## src/rtl/fifo_rd_stream_pkg.sv

```systemverilog
// Shared types for the FIFO drain stage: default word width, word type and
// the occupancy encoding of the 2-entry skid buffer.
package fifo_pkg;

  localparam int unsigned FIFO_DATA_WIDTH = 32;

  typedef logic [FIFO_DATA_WIDTH-1:0] fifo_word_t;

  // Encoding equals the number of buffered words, so the state doubles as a count.
  typedef enum logic [1:0] {
    BUF_EMPTY = 2'd0,
    BUF_ONE   = 2'd1,
    BUF_TWO   = 2'd2
  } buf_state_e;

endpackage : fifo_pkg

```

## src/rtl/fifo_rd_stream_skid_buf2.sv

```systemverilog
// Two-entry in-order queue. Entry 0 is the head and drives head_o; a capture
// appends at the tail, a pop removes the head. The head register keeps its
// last value after the queue drains so the stream data stays stable.
module skid_buf2
  import fifo_pkg::*;
#(
  parameter int unsigned DATA_WIDTH = FIFO_DATA_WIDTH
) (
  input  logic                  clk,
  input  logic                  reset,
  input  logic                  cap_i,
  input  logic [DATA_WIDTH-1:0] cap_data_i,
  input  logic                  pop_i,
  output logic [DATA_WIDTH-1:0] head_o,
  output logic                  valid_o,
  output logic [1:0]            cnt_o
);

  buf_state_e            state_q, state_d;
  logic [DATA_WIDTH-1:0] e0_q, e0_d;
  logic [DATA_WIDTH-1:0] e1_q, e1_d;
  logic                  pop_eff;

  // A pop only has meaning while a word is present.
  assign pop_eff = pop_i && (state_q != BUF_EMPTY);

  // Next-state and entry update for capture/pop combinations.
  always_comb begin
    state_d = state_q;
    e0_d    = e0_q;
    e1_d    = e1_q;
    unique case (state_q)
      BUF_EMPTY: begin
        if (cap_i) begin
          e0_d    = cap_data_i;
          state_d = BUF_ONE;
        end
      end
      BUF_ONE: begin
        unique case ({cap_i, pop_eff})
          2'b10: begin
            e1_d    = cap_data_i;
            state_d = BUF_TWO;
          end
          2'b01: state_d = BUF_EMPTY;
          // Head leaves and the new word takes its place in the same cycle.
          2'b11: e0_d = cap_data_i;
          default: ;
        endcase
      end
      BUF_TWO: begin
        unique case ({cap_i, pop_eff})
          2'b01: begin
            e0_d    = e1_q;
            state_d = BUF_ONE;
          end
          2'b11: begin
            e0_d = e1_q;
            e1_d = cap_data_i;
          end
          // Capture into a full queue without a pop cannot happen under the
          // credit rule upstream; the queue holds its contents if it does.
          default: ;
        endcase
      end
      default: state_d = BUF_EMPTY;
    endcase
  end

  // State and entry registers with synchronous clear.
  always_ff @(posedge clk) begin
    if (reset) begin
      state_q <= BUF_EMPTY;
      e0_q    <= '0;
      e1_q    <= '0;
    end else begin
      state_q <= state_d;
      e0_q    <= e0_d;
      e1_q    <= e1_d;
    end
  end

  assign head_o  = e0_q;
  assign valid_o = (state_q != BUF_EMPTY);
  assign cnt_o   = state_q;

endmodule : skid_buf2

```

## src/rtl/fifo_rd_stream.sv

```systemverilog
// Drain stage for the 8x32 FIFO: issues pops against a two-word credit,
// captures the registered FIFO read data one cycle later into a skid buffer
// and presents it on a valid/ready stream with a delivered-word counter.
module fifo_rd_stream
  import fifo_pkg::*;
#(
  parameter int unsigned DATA_WIDTH = FIFO_DATA_WIDTH,
  parameter int unsigned CNT_WIDTH  = 16
) (
  input  logic                  clk,
  input  logic                  reset,
  input  logic                  fifo_empty,
  output logic                  fifo_rd_en,
  input  logic [DATA_WIDTH-1:0] fifo_data,
  output logic                  out_valid,
  input  logic                  out_ready,
  output logic [DATA_WIDTH-1:0] out_data,
  output logic [CNT_WIDTH-1:0]  out_count
);

  logic                 inflight_q;
  logic [1:0]           buf_cnt;
  logic [1:0]           occ;
  logic                 pop;
  logic [CNT_WIDTH-1:0] out_count_q, out_count_d;

  assign pop = out_valid && out_ready;
  assign occ = buf_cnt + {1'b0, inflight_q};

  // Credit check: a pop is issued only if its word is guaranteed a slot when
  // it arrives next cycle, counting the word already in flight.
  always_comb begin
    fifo_rd_en = 1'b0;
    if (!reset && !fifo_empty) begin
      fifo_rd_en = (occ < 2'd2) || ((occ == 2'd2) && pop);
    end
  end

  // Delivered-word counter, wraps naturally at its width.
  always_comb begin
    out_count_d = out_count_q;
    if (pop) begin
      out_count_d = out_count_q + {{(CNT_WIDTH-1){1'b0}}, 1'b1};
    end
  end

  // In-flight flag and counter; reset discards a word still in flight.
  always_ff @(posedge clk) begin
    if (reset) begin
      inflight_q  <= 1'b0;
      out_count_q <= '0;
    end else begin
      inflight_q  <= fifo_rd_en;
      out_count_q <= out_count_d;
    end
  end

  skid_buf2 #(
    .DATA_WIDTH (DATA_WIDTH)
  ) u_buf (
    .clk        (clk),
    .reset      (reset),
    .cap_i      (inflight_q),
    .cap_data_i (fifo_data),
    .pop_i      (pop),
    .head_o     (out_data),
    .valid_o    (out_valid),
    .cnt_o      (buf_cnt)
  );

  assign out_count = out_count_q;

endmodule : fifo_rd_stream

```

## config.mk

```make
export PLATFORM = sky130hd
export DESIGN_NAME = fifo_rd_stream
export DESIGN_NICKNAME = d
export VERILOG_FILES = /design/src/rtl/fifo_rd_stream_pkg.sv /design/src/rtl/fifo_rd_stream_skid_buf2.sv /design/src/rtl/fifo_rd_stream.sv
export SDC_FILE = /design/constraint.sdc
export NUM_CORES = 1
export LEC_CHECK = 0
export CAP_MARGIN = 25
export CORE_AREA = 2 2 98 100
export DETAILED_ROUTE_END_ITERATION = 10
export DIE_AREA = 0 0 100 102
export GPL_TIMING_DRIVEN = 0
export PLACE_DENSITY_LB_ADDON = 0.1
export SKIP_CTS_REPAIR_TIMING = 1
export SYNTH_ARGS = -nofsm -noshare
export SYNTH_HDL_FRONTEND = slang
export SYNTH_SLANG_ARGS = --single-unit
```

## constraint.sdc

```tcl
create_clock -name clk -period 2.7 [get_ports clk]
set_input_delay 0.27 -clock clk [delete_from_list [all_inputs] [get_ports clk]]
set_output_delay 0.27 -clock clk [all_outputs]
set_load 0.05 [all_outputs]
```

==> results of run 1 <==
[flip-flops by register name, indices dropped and copies added, names as in the netlist]
register,flops
u_buf.head_o,32
u_buf.e1_q,32
inflight_q,1
out_count,16
u_buf.cnt_o,2
[area by class of cell]
class	instances	area share
sequential	83	0.294
multi-input combinational	374	0.452
buffer	52	0.0420
clock inverter	4	0.00907
inverter	6	0.00398
timing repair buffer	85	0.151
tap	111	0.0245
clock buffer	12	0.0239
[per-stage QoR]
stage | setup slack, ns | hold WS (ns) | TNS, ns | total power [mW] | util
global placement | -0.0991 | 0.459 | -0.0991 | 5.12 | 0.600
global route | 0.0478 | 0.506 | 0 | 6.39 | 0.621
CTS | -0.217 | 0.489 | -0.217 | 6.09 | 0.621
floorplan | 0.262 | 0.349 | 0 | 4.24 | -
finish | 0.172 | 0.488 | 0 | 6.09 | 0.621
detailed placement | -0.0958 | 0.479 | -0.0958 | 5.20 | 0.600
[routing by layer]
layer  global-route usage  vias up
met4               0.0738        0
li1                     -     2087
met2                0.416      148
met3               0.0253       10
met5                    0        -
met1                0.327     2057
[logic make-up (layout without fill, tap and decap cells)]
logic type | Yosys count | after routing | synth area share
xor+xnor | 11 | 11 | 0.0215
fa+ha+maj | 7 | 7 | 0.0196
compound gates | 83 | 83 | 0.154
mux | 33 | 33 | 0.0737
simple gates | 240 | 240 | 0.303
buf+inv | 58 | 159 | 0.0581
flops | 83 | 83 | 0.371
[worst max-delay path, stage by stage (launching register included)]
cell and delay [ns]:
dfxtp_1 0.46, inv_1 0.10, ha_1 0.32, nand2b_2 0.26, a211oi_2 0.54, or2_1 0.18, buf_2 0.20, buf_4 0.24
a211oi_2 0.08
[worst max path at each step]
| stage | end | from | slack, ns | depth (start not counted) |
|---|---|---|---|---|
| after floorplan | fifo_rd_en | u_buf.cnt_o[0]$_SDFFE_PP0P_ | 0.26 | 6 |
| final | u_buf.head_o[12]$_SDFFE_PP0P_ | u_buf.cnt_o[0]$_SDFFE_PP0P_ | 0.17 | 8 |
| after CTS | fifo_rd_en | u_buf.cnt_o[0]$_SDFFE_PP0P_ | -0.22 | 7 |
| after global routing | u_buf.head_o[12]$_SDFFE_PP0P_ | u_buf.cnt_o[1]$_SDFFE_PP0P_ | 0.05 | 8 |
| after global placement | fifo_rd_en | reset | -0.1 | 5 |
| after detailed placement | fifo_rd_en | reset | -0.1 | 5 |
[where the power goes]
part / switching [mW] / internal [mW] / leakage [nW]
logic: 2.11 / 1.18 / 1.33
clock network: 0.469 / 0.430 / 0.0906
registers: 0.266 / 1.64 / 0.681
[layout by cell type, fill, tap and decap left out, drive strengths merged, types with 5 or more instances in the layout]
cell type      instances
or3                    5
and3                  32
nand3                 36
nor3b                 32
clkbuf                40
ha                     7
a211oi                33
nand2                 39
buf                   24
clkdlybuf4s50         84
mux2i                 33
nor3                  35
nor2                  12
xor2                   7
nand4                 37
inv                    6
o21ai                  5
dfxtp                 83
a21oi                 40
==> key figures, run 1 <==
Outcome
  • Outcome: finished, final reports clean

Place
  • Placed cell areas: 5470 um2
  • Detailed placement HPWL: 8700 um
  • Placer congestion estimate: 0.864
  • Count of input and output buffers: 85
  • Placed Cells: 711

Cells and area
  • Final Non-Filler Cells: 727
  • Sequential Area: 1660 um2
  • Nets: 654
  • Number of fill cells: 837
  • P&R area growth vs syn: 26.3%
  • Layout cells sized above 1: 0.115
  • Area occupied by multi-input gates: 2560 um2
  • Final instance area: 5660 um2
  • N_diodes: 0

Global routing
  • First-pass GRT wire length: 20,100 um
  • Total GRT Usage: 0.243
  • Largest net degree at the start of global routing: 14
  • Congestion Overflow GR: 0
  • Initial antenna violation count: 0
  • Vias in the first global route: 4,106

Critical path
  • Crit path DAT: 2.74 ns
  • CP startpoint kind: register
  • Crit end category: register
  • Reg2Reg Launch Point: u_buf.cnt_o[0]$_SDFFE_PP0P_
  • Reg2reg setup slack: 0.17 ns
  • Critical path class: register to register
  • Crit-path max FO: 10
  • Reg2reg end: u_buf.head_o[12]$_SDFFE_PP0P_
  • Data required, critical path: 2.91 ns
  • R2R cell count: 8

STA
  • Final Hold Vio Count: 0
  • Crit path time final: 2.53 ns
  • Worst-Margin Slew: 0.828 ns
  • Max-slew violations: 0
  • Max Freq: 0.396 GHz
  • Final setup viols: 0
  • Slew HR: 0.444
  • Clock Skews: 0.0123 ns
  • Fin crit share: 0.936
  • RSZ-0062 raised after global routing: no

Logic synthesis
  • Post-synth ARST share: 0
  • Synth top area share: 0.371
  • Most frequent cell after synthesis: dfxtp_1
  • Mean area per synthesized cell: 8.70 um2
  • Post-synth EDFFs: 0
  • Synth area leaders: dfxtp_1, a211oi_2, mux2i_1
  • Cell taking the most area after synthesis: dfxtp_1
  • Cells after synthesis: 515
  • Register area share after synthesis: 0.371
  • Synth Cell Area: 4480 um2
  • Post-synth top cells: dfxtp_1, a21oi_1, nand2_1, nand4_1
  • Distinct cells, synth: 40
  • Synthesized flop and latch total: 83
  • Ys flop type: dfxtp_1
  • Net count after synthesis: 558
  • YS warnings: 0

Routing
  • Routed via count: 4,302
  • WL met2: 6020 um
  • DR top layer: met4
  • Routed length on met3: 627 um
  • Starting DRT DRC Count: 244
  • Per-cell routed wire length: 17.2 um
  • DRC: 0
  • M1 WL: 5700 um
  • ANT nets after route: 0
  • Final WL: 12,500 um
  • TritonRoute pass-1 iters: 5
  • Vias/cell: 5.92

Die
  • Die Y: 102 um
  • Die ar.: 10,200 um2
  • Ports: 86
  • Initial Utilization: 0.492
  • Std cell rows: 35
  • Core area: 9110 um2
  • Die W: 100 um

Clocking
  • Clk buf depth: 2
  • Clock latency on the worst-skew pair: 0.35 ns
  • CTS root buffer: clkbuf_8
  • Clk sinks: 83
  • H-tree depth: 3
  • CTS Buf Count: 9
  • Reg clk slew, reported paths: 0.09 ns
  • TritonCTS clock tree: done

Min path
  • Hold_sp: out_count[15]$_SDFFE_PP0P_
  • Hold Path Class: register to register
  • Hold Path Depth: 2
  • WHS Endpoint: out_count[15]$_SDFFE_PP0P_

Power and ir drop
  • Power Dens Cells: 1080 nW/um2
  • Leak: 2.10 nW
  • Worst vdd ir: 0.000665 V

Flow run
  • Max-capacitance violation count: 0
Note: power is estimated with default switching activity, not from simulation.
==> inputs of run 2 (changes only) <==
CELL_PAD_IN_SITES_DETAIL_PLACEMENT = 0   (was not set)
CELL_PAD_IN_SITES_GLOBAL_PLACEMENT = 1   (was not set)
CORE_AREA = 2 2 118 120   (was 2 2 98 100)
DIE_AREA = 0 0 120 122   (was 0 0 100 102)
==> run 2 against run 1 <==
Wire length is 10% higher. Worst hold slack worse by 0.0037 ns. Clock skew is 0.0081 ns lower. Core utilization is 19 points lower. Final area is 3.5% higher. Critical path depth is 3 lower. Fmax is 1.4% higher. Setup slack better by 0.034 ns. Die area is 44% higher. Power is 6.5% higher. Critical endpoint is now fifo_rd_en. Largest power group unchanged.
==> key figures, run 2 (synthesis results as in run 1) <==
STA
  • Final setup viols: 0
  • Fin crit share: 0.923
  • Setup WS post-layout: 0.207 ns
  • Fin Setup TNS: 0 ns
  • RSZ-0062 raised after global routing: no
  • Slew HR: 0.481
  • Max Freq: 0.401 GHz
  • Clock Skews: 0.00420 ns
  • Worst-Margin Slew: 0.779 ns
  • Max-slew violations: 0
  • Crit path time final: 2.49 ns
  • Final Hold Vio Count: 0

Power and ir drop
  • Worst vdd ir: 0.000649 V
  • Clk network pwr share: 0.193
  • Leak: 2.15 nW
  • Gate power share: 0.513
  • Seq pwr share: 0.294
  • Pint: 3.58 mW
  • Sw Ratio: 0.448
  • P_sw: 2.90 mW
  • Tot Pwr: 6.48 mW
  • Power Dens Cells: 1110 nW/um2

Die
  • Initial Utilization: 0.332
  • Core area: 13,500 um2
  • Die Y: 122 um
  • Die W: 120 um
  • Std cell rows: 43
  • Die ar.: 14,600 um2
  • Ports: 86

Place
  • Placer congestion estimate: 0.803
  • Placed Cells: 780
  • Count of input and output buffers: 85
  • Detailed placement HPWL: 9490 um
  • Pre-CTS WS: -0.176 ns

Clocking
  • Reg clk slew, reported paths: 0.06 ns
  • Clk sinks: 83
  • H-tree depth: 3
  • Clk buf depth: 2
  • CTS root buffer: clkbuf_16
  • CTS Buf Count: 9
  • TritonCTS clock tree: done
  • Clock latency on the worst-skew pair: 0.34 ns

Critical path
  • Crit-path slowest cell: buf_1
  • Data required, critical path: 2.43 ns
  • R2R cell count: 8
  • CP startpoint kind: input pin
  • Cells along the critical path: clkdlybuf4s50_1 > clkbuf_1 > buf_1 > nor3_1 > dlymetal6s2s_1
  • Crit path DAT: 2.22 ns
  • Crit path buf inv count: 4
  • CP top delay family: buffers and inverters
  • CP Depth: 5
  • Critical path class: input pin to output pin
  • CP max stage delay: 0.55 ns
  • Crit-path max FO: 10
  • Crit end category: output pin

Routing
  • Final WL: 13,800 um
  • Vias/cell: 5.36
  • TritonRoute pass-1 iters: 4
  • Starting DRT DRC Count: 210
  • Routed via count: 4,263
  • ANT nets after route: 0
  • DRC: 0
  • Per-cell routed wire length: 17.3 um

Cells and area
  • Layout cells sized above 1: 0.117
  • Nets: 654
  • P&R area growth vs syn: 30.8%
  • Final Non-Filler Cells: 795
  • Most common cell after layout, fill and taps aside: clkdlybuf4s50_1
  • Most frequent cells in the layout: clkdlybuf4s50_1, dfxtp_1, nand2_1, a21oi_1, nand4_1
  • N_diodes: 0

Global routing
  • Largest net degree at the start of global routing: 13
  • Met2 usage: 0.313
  • Met3 global-route usage: 0.0332
  • Met1 Resource Use GR: 0.249
  • Total GRT Usage: 0.192
  • Initial antenna violation count: 0
  • Congestion Overflow GR: 0
  • First-pass GRT wire length: 22,000 um
  • Global routing's busiest layer: met2
  • Vias in the first global route: 4,150

Min path
  • Hold Path Class: register to register
  • Hold Path Depth: 2

Flow run
  • Max-capacitance violation count: 0

Outcome
  • Outcome: finished, final reports clean
==> run 2: worst reg2reg max path, stage by stage (launching register included) <==
cell	delay (ns)
dfxtp_1	0.44
inv_1	0.10
ha_1	0.33
nand2b_2	0.26
a211oi_2	0.49
or2_1	0.17
buf_2	0.21
buf_4	0.25
a211oi_2	0.09
==> run 2: path summary, 6_finish.rpt <==
| path | startpoint | end | slack (ns) |
|---|---|---|---|
| setup / recovery | reset | fifo_rd_en | 0.21 |
| hold / removal | u_buf.e1_q[17]$_SDFFE_PP0P_ | u_buf.e1_q[17]$_SDFFE_PP0P_ | 0.48 |
| setup reg to reg | u_buf.cnt_o[0]$_SDFFE_PP0P_ | u_buf.head_o[12]$_SDFFE_PP0P_ | 0.23 |
| hold reg to reg | u_buf.e1_q[17]$_SDFFE_PP0P_ | u_buf.e1_q[17]$_SDFFE_PP0P_ | 0.48 |
==> run 2: layer usage <==
metal  routed length [um]  share of wire
met5                    0              0
met4                  311          0.023
met3                  690          0.050
met2                 6440           0.47
met1                 6330           0.46
==> run 2: final cells by class <==
class	instances	area, um2
Tap cell	180	225
Clock buffer	13	260
Clock inverter	2	35.0
Sequential cell	83	1660
Timing Repair Buffer	85	853
Buffer	52	238
Fill cell	1363	7650
Inverter	6	22.5
Multi-Input combinational cell	374	2560
==> run 2: power by group through the flow <==
stage	Clock (mW)	Sequential (mW)	Combinational [mW]
final	1.25	1.91	3.33
after global routing	1.33	1.96	3.58
after CTS	1.28	1.91	3.34
after detailed placement	0	1.93	3.33
after global placement	0	1.92	3.31
after floorplan	0	2.60	1.64
==> run 2: through the flow <==
step	hold WS, ns	utilization	area [um2]
final	0.485	0.434	5860
after global routing	0.512	0.434	5860
after CTS	0.491	0.433	5850
after detailed placement	0.481	0.411	5560
after global placement	0.464	0.411	5560
after floorplan	0.349	-	4480
==> inputs of run 3 (changes only) <==
CORE_AREA = 2 2 117 119   (was 2 2 118 120)
DIE_AREA = 0 0 119 121   (was 0 0 120 122)
==> run 3 against run 2 <==
Combinational power about the same. Power increased by 1.7%. Via count grew 0.52%. Critical path depth up 2. Register-to-register slack improved by 0.03 ns. Core utilization rose by 1.6 points. Worst hold slack lost 0.0046 ns. Critical path type is now register to output pin. Largest cell class unchanged. Largest power group unchanged.
==> key figures, run 3 (synthesis results as in run 1) <==
Routing
  • DRC: 0
  • Starting DRT DRC Count: 295
  • Per-cell routed wire length: 17.4 um
  • Final WL: 13,800 um
  • Routed via count: 4,285
  • Vias/cell: 5.41
  • TritonRoute pass-1 iters: 5
  • ANT nets after route: 0

Global routing
  • Initial antenna violation count: 0
  • Congestion Overflow GR: 0
  • Largest net degree at the start of global routing: 14
  • First-pass GRT wire length: 22,300 um
  • Vias in the first global route: 4,184
  • Total GRT Usage: 0.198

Die
  • Ports: 86
  • Core area: 13,100 um2
  • Die W: 119 um
  • Die ar.: 14,400 um2
  • Initial Utilization: 0.342
  • Std cell rows: 42
  • Die Y: 121 um

STA
  • Worst-Margin Slew: 0.797 ns
  • Slew HR: 0.469
  • Setup WS post-layout: 0.229 ns
  • Crit path time final: 2.47 ns
  • RSZ-0062 raised after global routing: no
  • Fin crit share: 0.915
  • Clock Skews: 0.00315 ns
  • Max Freq: 0.405 GHz
  • Final Hold Vio Count: 0
  • Hold WS: 0.480 ns
  • Final setup viols: 0
  • Max-slew violations: 0
  • Fin Setup TNS: 0 ns

Clocking
  • CTS Buf Count: 9
  • Clock latency on the worst-skew pair: 0.35 ns
  • H-tree depth: 3
  • Clk buf depth: 2
  • Clk sinks: 83
  • Reg clk slew, reported paths: 0.06 ns
  • CTS root buffer: clkbuf_16
  • TritonCTS clock tree: done

Critical path
  • Reg2Reg Launch Point: u_buf.cnt_o[0]$_SDFFE_PP0P_
  • CP startpoint kind: register
  • R2R cell count: 8
  • Reg2reg setup slack: 0.26 ns
  • Crit path DAT: 2.20 ns
  • Critical path class: register to output pin
  • Data required, critical path: 2.43 ns
  • Crit-path max FO: 9
  • Reg2reg end: u_buf.head_o[12]$_SDFFE_PP0P_
  • Crit end category: output pin

Power and ir drop
  • Seq pwr share: 0.288
  • Sw Ratio: 0.443
  • Leak: 2.17 nW
  • Clk network pwr share: 0.208
  • Pint: 3.67 mW
  • Worst vdd ir: 0.000743 V
  • Power Dens Cells: 1120 nW/um2
  • P_sw: 2.92 mW
  • Gate power share: 0.504
  • Tot Pwr: 6.59 mW

Cells and area
  • Sequential Area: 1660 um2
  • Most frequent cells in the layout: clkdlybuf4s50_1, dfxtp_1, a21oi_1
  • Final Non-Filler Cells: 792
  • Final instance area: 5880 um2
  • Area occupied by multi-input gates: 2560 um2
  • Layout cells sized above 1: 0.120
  • Number of fill cells: 1,322
  • P&R area growth vs syn: 31.3%
  • Fin util: 0.449
  • Most common cell after layout, fill and taps aside: clkdlybuf4s50_1
  • N_diodes: 0
  • Nets: 654

Min path
  • Hold_sp: out_count[15]$_SDFFE_PP0P_
  • WHS Endpoint: out_count[15]$_SDFFE_PP0P_
  • Hold Path Class: register to register
  • Hold Path Depth: 2

Place
  • Placed Cells: 776
  • Placer congestion estimate: 0.776
  • Placed cell areas: 5550 um2
  • Pre-CTS WS: -0.141 ns
  • Count of input and output buffers: 85
  • Detailed placement HPWL: 9490 um

Flow run
  • Max-capacitance violation count: 0

Outcome
  • Outcome: finished, final reports clean
run 3: cell count changes in the layout (fill, tap and decap cells not counted), sizes merged:
cell,before,now
bufinv,1,2
clkbuf,41,39
clkinv,1,3
run 3: layout make-up:
type                       instances  area share
buffer                            52      0.0404
clock buffer                      11      0.0430
clock inverter                     5      0.0128
inverter                           6     0.00383
multi-input combinational        374       0.435
sequential                        83       0.283
tap                              176      0.0374
timing repair buffer              85       0.145
run 3: per-layer routing:
| layer | track usage | up-vias | routed length [um] | part of all wire |
|---|---|---|---|---|
| met5 | 0 | - | 0 | 0 |
| met4 | 0.0595 | 0 | 212 | 0.015 |
| met3 | 0.0446 | 15 | 714 | 0.052 |
| met2 | 0.325 | 124 | 6470 | 0.47 |
| met1 | 0.260 | 2056 | 6350 | 0.46 |
| li1 | - | 2090 | - | - |
run 3: worst max-delay path by stage:
stage | startpoint | end | slack, ns | depth (start not counted)
final | u_buf.cnt_o[0]$_SDFFE_PP0P_ | fifo_rd_en | 0.23 | 7
after global routing | u_buf.cnt_o[0]$_SDFFE_PP0P_ | fifo_rd_en | 0.05 | 7
after CTS | u_buf.cnt_o[0]$_SDFFE_PP0P_ | fifo_rd_en | -0.21 | 7
after detailed placement | reset | fifo_rd_en | -0.14 | 5
after global placement | reset | fifo_rd_en | -0.14 | 5
after floorplan | u_buf.cnt_o[0]$_SDFFE_PP0P_ | fifo_rd_en | 0.26 | 6
run 3: power groups by stage:
stage / clock network [mW] / registers [mW] / logic [mW]
after detailed placement: 0 / 1.93 / 3.32
after global routing: 1.45 / 1.95 / 3.56
after CTS: 1.41 / 1.90 / 3.34
after global placement: 0 / 1.91 / 3.29
after floorplan: 0 / 2.60 / 1.64
final: 1.37 / 1.90 / 3.33
run 3: critical path, stage by stage (launching register included):
cell and delay, ns:
dfxtp_1 0.44, inv_1 0.10, ha_1 0.33, nand2b_2 0.27, nor2_1 0.10, nor2_1 0.06, nor3_1 0.11, dlymetal6s2s_1 0.44
